--- config.mk ---
export PLATFORM = sky130hd
export DESIGN_NAME = gpio_input_conditioner
export DESIGN_NICKNAME = d
export VERILOG_FILES = /design/src/rtl/gpio_pkg.sv /design/src/rtl/gpio_debounce_bit.sv /design/src/rtl/gpio_input_conditioner.sv
export SDC_FILE = /design/constraint.sdc
export NUM_CORES = 1
export LEC_CHECK = 0
export BUFFER_PORTS_ARGS = -buffer_cell sky130_fd_sc_hd__buf_2
export CAP_MARGIN = 0
export CORE_MARGIN = 8
export CORE_UTILIZATION = 40
export CTS_BUF_LIST = sky130_fd_sc_hd__clkbuf_2
export DETAILED_ROUTE_END_ITERATION = 8
export GPL_TIMING_DRIVEN = 0
export SLEW_MARGIN = 20
export SYNTH_ARGS = -nofsm -noshare
export SYNTH_HDL_FRONTEND = slang
export SYNTH_SLANG_ARGS = --single-unit
--- constraint.sdc ---
create_clock -name clk -period 9.3 [get_ports clk]
set_clock_uncertainty 0.2 [all_clocks]
set_input_delay 1.86 -clock clk [delete_from_list [all_inputs] [get_ports clk]]
set_output_delay 1.86 -clock clk [all_outputs]
set_load 0.01 [all_outputs]
--- src/rtl/gpio_pkg.sv ---
// Shared GPIO types and helpers for the input-conditioning path.
// Vector width default and prescaler counter sizing.
package gpio_pkg;

    localparam int GPIO_SIZE_DEFAULT = 32;

    typedef logic [GPIO_SIZE_DEFAULT-1:0] gpio_vec_t;

    function automatic int tick_cnt_width(input int div);
        return $clog2(div);
    endfunction

endpackage

--- src/rtl/gpio_debounce_bit.sv ---
// One GPIO bit: two-flop synchroniser, optional tick-based debounce, level flop and raw edges.
// Pad-to-level is 3 edges in bypass; no backpressure, edges are single-cycle pulses.
module gpio_debounce_bit #(
    parameter int DEB_TICKS = 8
) (
    input  logic clk,
    input  logic rst,
    input  logic i_pin,
    input  logic i_tick,
    input  logic i_deb_en,
    output logic o_level,
    output logic o_rise,
    output logic o_fall
);

    localparam int             CW       = $clog2(DEB_TICKS + 1);
    localparam logic [CW-1:0]  CNT_LAST = CW'(DEB_TICKS - 1);

    logic          r_sync1;
    logic          r_sync2;
    logic          r_level;
    logic [CW-1:0] r_cnt;
    logic          w_level_next;
    logic [CW-1:0] w_cnt_next;

    // The level only flips after DEB_TICKS consecutive ticks of disagreement.
    always_comb begin
        w_level_next = r_level;
        w_cnt_next   = r_cnt;
        if (!i_deb_en) begin
            w_level_next = r_sync2;
            w_cnt_next   = '0;
        end else if (r_sync2 == r_level) begin
            w_cnt_next = '0;
        end else if (i_tick) begin
            if (r_cnt == CNT_LAST) begin
                w_level_next = r_sync2;
                w_cnt_next   = '0;
            end else begin
                w_cnt_next = r_cnt + CW'(1);
            end
        end
    end

    always_ff @(posedge clk or posedge rst) begin
        if (rst) begin
            r_sync1 <= 1'b0;
            r_sync2 <= 1'b0;
            r_level <= 1'b0;
            r_cnt   <= '0;
        end else begin
            r_sync1 <= i_pin;
            r_sync2 <= r_sync1;
            r_level <= w_level_next;
            r_cnt   <= w_cnt_next;
        end
    end

    assign o_level = r_level;
    assign o_rise  = ~r_level & w_level_next;
    assign o_fall  = r_level & ~w_level_next;

endmodule

--- src/rtl/gpio_input_conditioner.sv ---
// Conditions raw GPIO pads into levels, latches enabled edges as sticky pending bits, ORs them to irq_o.
// Pending sets in the same edge the level changes; no backpressure, clear is a write-1 pulse.
module gpio_input_conditioner
    import gpio_pkg::*;
#(
    parameter int SIZE      = GPIO_SIZE_DEFAULT,
    parameter int TICK_DIV  = 1000,
    parameter int DEB_TICKS = 8
) (
    input  logic            clk,
    input  logic            rst,
    input  logic [SIZE-1:0] pin_i,
    input  logic [SIZE-1:0] dir_i,
    input  logic            deb_en_i,
    input  logic [SIZE-1:0] rise_en_i,
    input  logic [SIZE-1:0] fall_en_i,
    input  logic [SIZE-1:0] clr_i,
    output logic [SIZE-1:0] level_o,
    output logic [SIZE-1:0] pending_o,
    output logic            irq_o
);

    // A divide of 1 still needs a one-bit counter that simply stays at zero.
    localparam int TW = (tick_cnt_width(TICK_DIV) < 1) ? 1 : tick_cnt_width(TICK_DIV);

    logic [TW-1:0]   r_presc;
    logic            w_tick;
    logic [SIZE-1:0] w_level;
    logic [SIZE-1:0] w_rise;
    logic [SIZE-1:0] w_fall;
    logic [SIZE-1:0] w_set;
    logic [SIZE-1:0] r_pending;

    assign w_tick = (r_presc == TW'(TICK_DIV - 1));

    always_ff @(posedge clk or posedge rst) begin
        if (rst) begin
            r_presc <= '0;
        end else if (w_tick) begin
            r_presc <= '0;
        end else begin
            r_presc <= r_presc + TW'(1);
        end
    end

    for (genvar g = 0; g < SIZE; g++) begin : g_bit
        gpio_debounce_bit #(
            .DEB_TICKS (DEB_TICKS)
        ) u_bit (
            .clk      (clk),
            .rst      (rst),
            .i_pin    (pin_i[g]),
            .i_tick   (w_tick),
            .i_deb_en (deb_en_i),
            .o_level  (w_level[g]),
            .o_rise   (w_rise[g]),
            .o_fall   (w_fall[g])
        );
    end

    assign w_set = ((w_rise & rise_en_i) | (w_fall & fall_en_i)) & ~dir_i;

    always_ff @(posedge clk or posedge rst) begin
        if (rst) begin
            r_pending <= '0;
        end else begin
            r_pending <= (r_pending & ~clr_i) | w_set;
        end
    end

    assign level_o   = w_level & ~dir_i;
    assign pending_o = r_pending;
    assign irq_o     = |r_pending;

endmodule

# Word level (Yosys, flattened, before mapping)

Cells that the tools add are included.
Widths: inputs -> output; s select.

Output and inout port bits: 65
Register bits: 266

Eq/ne operators: 97
Reduce and logical (&&, ||, !) cells: 1
Bitwise operators: 137
Muxes and demuxes: 257
Add/subtract/negate cells: 33

Operator list:

| cell                  | number |
|---|---|
| $mux 4                | 128 |
| $and 32x32->32        | 5 |
| $add 4x1->4 const B   | 32 |
| $eq 4x3->1 const B    | 32 |
| $mux 1                | 128 |
| $ne 3x1->1 const B    | 32 |
| $and 1x1->1           | 64 |
| $not 1->1             | 64 |
| $not 32->32           | 2 |
| $or 32x32->32         | 2 |
| $eq 1x1->1            | 32 |
| $reduce_or 32->1      | 1 |
| $add 10x1->10 const B | 1 |
| $eq 10x10->1 const B  | 1 |
| $mux 10               | 1 |

# Logic depth before layout (Yosys ltp)

Depth after elaboration: 11
Mapped depth: 9
Gate-level depth less buffers: 5

# Cells and area by module

A second synthesis with hierarchy kept.

Cell total of the unflattened synthesis: 1144
Area total of the unflattened synthesis: 12768.5 um^2

By module, submodules not included:

| module                 | area each (um^2) | cells an instance | times used | seq. area each (um^2) |
|---|---|---|---|---|
| gpio_debounce_bit      | 332.8            | 29                | 32         | 175.2 |
| gpio_input_conditioner | 2118.3           | 216               | 1          | 1051.0 |

# Least setup slack after synthesis

Ideal clock, no wire load.

Kind: input port to output port
Start: input port dir_i[0]
End: output port level_o[0]
Data arrival time: 2.038 ns
Data required time: 7.240 ns
Buffers on the path: 0
Setup slack: 5.202 ns
Stages on the path: 1
Cells stage by stage: nor2b_1

Longest elaborated chain between the ends: 2

Ends and longest elaborated chain:

| what               | RTL line                     | text |
|---|---|---|
| start: declaration | gpio_input_conditioner.sv:13 | `input logic [SIZE-1:0] dir_i,` |
| $not 32->32        | gpio_input_conditioner.sv:71 | `assign level_o = w_level & ~dir_i;` |
| $and 32x32->32     | gpio_input_conditioner.sv:71 |  |
| end: declaration   | gpio_input_conditioner.sv:18 | `output logic [SIZE-1:0] level_o,` |

No other way between the ends.

# Final worst setup path

Start: register r_pending[26] (netlist: pending_o[26])
End: output port irq_o

Longest elaborated chain between the ends: 1

Ends and longest elaborated chain:

| what                     | RTL line                     | text |
|---|---|---|
| start: declaration       | gpio_input_conditioner.sv:32 | `logic [SIZE-1:0] r_pending;` |
| start signal: assignment | gpio_input_conditioner.sv:67 | `r_pending <= (r_pending & ~clr_i) \| w_set;` |
| $reduce_or 32->1         | gpio_input_conditioner.sv:73 | `assign irq_o = \|r_pending;` |
| end: declaration         | gpio_input_conditioner.sv:20 | `output logic irq_o` |

No other way between the ends.

==> results.sh <==
export IMPL_grt_pass1_vias=10392
export IMPL_max_freq_mhz=200
export IMPL_period_share_pct=53.8
export IMPL_die_h_microns=190
export IMPL_p_leak_uw=0.00680
export IMPL_grt_pass1_wl_microns=55400
export IMPL_cp_top_family="simple AND/OR/NAND/NOR gates"
export IMPL_syn_cell_area_sq_um=12200
export IMPL_cts_repair_resized=0
export IMPL_antenna_found_initial=3
export IMPL_syn_nets=1373
export IMPL_drt_iter0_drc=648
export IMPL_cp_slowest_stage_delay_ns=0.74
export IMPL_fin_crit_ns=5.01
export IMPL_holdCritStartpoint="g_bit[6].u_bit.r_sync1"
export IMPL_setup_tns_final_ns=0
export IMPL_path_max_fanout=3
export IMPL_critPathArrivalTime_ns=2.95
export IMPL_drtAntennaViolNets=0
export IMPL_wirelength_microns=35400
export IMPL_tritoncts="done"
export IMPL_peakVddDrop_uv=82.4
export IMPL_coreArea_sq_um=30300
export IMPL_slew_headroom_pct=29.2
export IMPL_dpl_worst_slack_ns=4.87
export IMPL_syn_to_final_growth_pct=20.1
export IMPL_crit_type="reg2out"
export IMPL_tightest_slew_ns=1.05
export IMPL_drive_gt1_share_pct=26.0
export IMPL_drc=0
export IMPL_clk_pin_slew_worst_paths_ns=0.11
export IMPL_status="finished clean"
export IMPL_fin_nets=1682
export IMPL_cp_end_kind="output pin"
export IMPL_min_to="g_bit[6].u_bit.r_sync2"
export IMPL_post_drt_via_cell_ratio=5.29
export IMPL_post_dp_hpwl_microns=25100
export IMPL_r2r_end="g_bit[5].u_bit.o_level"
export IMPL_rsz0062_at_grt="no"
export IMPL_cts_sink_count=266
export IMPL_dieArea_sq_um=36200
export IMPL_grt_max_degree=34
export IMPL_die_w_microns=190
export IMPL_wl_per_cell_microns=18.3
export IMPL_synth_seq_cells=266
export IMPL_setup_viol=0
export IMPL_cts_buffers=72
export IMPL_io_buffer_count=226
export IMPL_r2r_cells=7
export IMPL_worst_endpoint_required_ns=7.24
export IMPL_synth_cells=1177
export IMPL_cts_setup_buffers=0
export IMPL_ys_top_cells_by_area="dfrtp_1 55%, a21oi_1 4.5%, nand2_1 4.1%"
export IMPL_synth_cell_types=35
export IMPL_io_pins=228
export IMPL_crit_chain="nor4_1 -> nand4_1 -> or2_2 -> buf_2"
export IMPL_postCtsHoldBufs=0
export IMPL_grt_ovfl_total=0
export IMPL_cts_buffer_depth=3
export IMPL_fin_util_pct=48.2
export IMPL_r2r_start="r_presc[0]"
export IMPL_timing_critical_path_buf_inv=1
export IMPL_yosysTopAreaCellShare_pct=54.8
export IMPL_worst_slack_ns=4.29
export IMPL_powerDensity_nw_per_um2=154
export IMPL_cts_htree_levels=3
export IMPL_first_pass_iters=5
export IMPL_maxSlewViolCount=0
export IMPL_synth_top_cell_by_area="dfrtp_1"
export IMPL_r2r_slack_ns=6.43
export IMPL_worst_setup_path_start_kind="flip-flop"
export IMPL_finalHoldViolations=0
export IMPL_hp_class="reg2reg"
export IMPL_power_uw=2250
export IMPL_grt_total_usage_pct=19.3
export IMPL_place_congestion=0.810
export IMPL_min_path_cells=0
export IMPL_syn_mean_instance_area_sq_um=10.3
export IMPL_cts_root_buf="clkbuf_2"
export IMPL_crit_slowest_cell="nor4_1"
export IMPL_vias=10235
export IMPL_ys_warn_count=0
export IMPL_num_rows=64
export IMPL_clkLatencyLatePin_ns=0.83
export IMPL_maxCapViolations=0
export IMPL_synth_seq_area_share_pct=54.8
export IMPL_initial_utilization_pct=40.1
registers in the layout (all words and copies together) (netlist names):
| register | cells |
|---|---|
| g_bit.u_bit.o_level | 32 |
| g_bit.u_bit.r_cnt | 128 |
| g_bit.u_bit.r_sync2 | 32 |
| r_presc | 10 |
| pending_o | 32 |
| g_bit.u_bit.r_sync1 | 32 |
placed cells by master, fill, tap and decap left out, types with 3 or more instances in the layout:
master	n
inv_2	3
buf_1	7
nand2_1	132
a21oi_1	109
buf_2	243
or4_1	31
ha_1	33
inv_1	32
o31ai_1	20
nor2b_1	73
dfrtp_1	266
nand3b_1	46
o21ai_0	66
clkbuf_2	107
nor2_1	76
nand4_1	35
a22o_1	32
or3_1	22
xor2_1	47
clkinv_1	15
nand3_1	36
a22oi_1	20
mux2_2	32
nor4_1	8
clkbuf_1	17
buf_16	3
buf_12	6
and3_1	5
cell type report:
class	instances	area, sq um
fillers	2906	15700
flip-flops and latches	266	6660
multi-input cells	835	5180
repair buffers	235	1330
clock buffers	107	536
well taps	396	495
plain buffers	43	194
inverters	33	128
clock inverters	19	72.6
diodes	2	5.00
stage by stage:
step | instance area, sq um | hold WS [ns] | std cells
4_1_cts | 14600 | 0.148 | 1934
2_1_floorplan | 12200 | 0.131 | 1177
3_5_place_dp | 14000 | 0.135 | 1808
6_report | 14600 | 0.147 | 1936
3_3_place_gp | 13800 | 0.131 | 1799
5_1_grt | 14600 | 0.150 | 1936
worst max-delay path by stage:
stage	from	endpoint	slack [ns]	cells past startpoint
after floorplan	rst	g_bit[0].u_bit.o_level	3.73	1
after global placement	rst	pending_o[6]	1.94	2
after detailed placement	dir_i[20]	level_o[20]	4.87	3
after CTS	pending_o[26]	irq_o	4.09	4
after global routing	pending_o[26]	irq_o	4.20	4
final	pending_o[26]	irq_o	4.29	4
where the power goes:
part           switching (uW)  internal [uW]
Clock                     494            304
Sequential               33.9           1190
Combinational             121           99.3
Total                     648           1600
cell usage after synthesis (all sizes together):
cell      n
a22o     32
or3      22
o21ai    66
xnor2     2
ha       33
a31oi     2
inv      33
a22oi    20
nand4    35
mux2     32
a21oi   109
nor2     76
or4      31
o31ai    20
nor2b    73
and4b     1
nand3b   46
or4b      1
and3      5
nor3      1
nor4      8
dfrtp   266
nand2   132
clkbuf   17
nand3    37
buf      26
and3b     1
a211o     1
and2      1
or2       1
xor2     47
kinds of logic (layout without fill, tap and decap cells):
| logic type | Yosys count | in the layout | share of synthesized area (%) |
|---|---|---|---|
| xor gates and xnor gates | 49 | 49 | 3.53 |
| AOI/OAI and AO/OA | 250 | 250 | 12.2 |
| DFF | 266 | 266 | 54.8 |
| buffers and inverters | 76 | 437 | 2.62 |
| other | 0 | 2 | 0 |
| and+or+nand+nor | 471 | 471 | 20.6 |
| adders and majority gates | 33 | 33 | 3.40 |
| muxes | 32 | 32 | 2.97 |
metal layers:
| metal | share of wire [%] | vias to the layer above | routed length [microns] | GRT usage, % |
|---|---|---|---|---|
| li1 | - | 4852 | - | - |
| met3 | 7.2 | 64 | 2560 | 4.46 |
| met1 | 44 | 4982 | 15700 | 25.7 |
| met2 | 46 | 337 | 16200 | 30.5 |
| met5 | 0 | - | 0 | 0 |
| met4 | 2.5 | 0 | 896 | 6.89 |
Note: power is estimated with default switching activity, not from simulation.
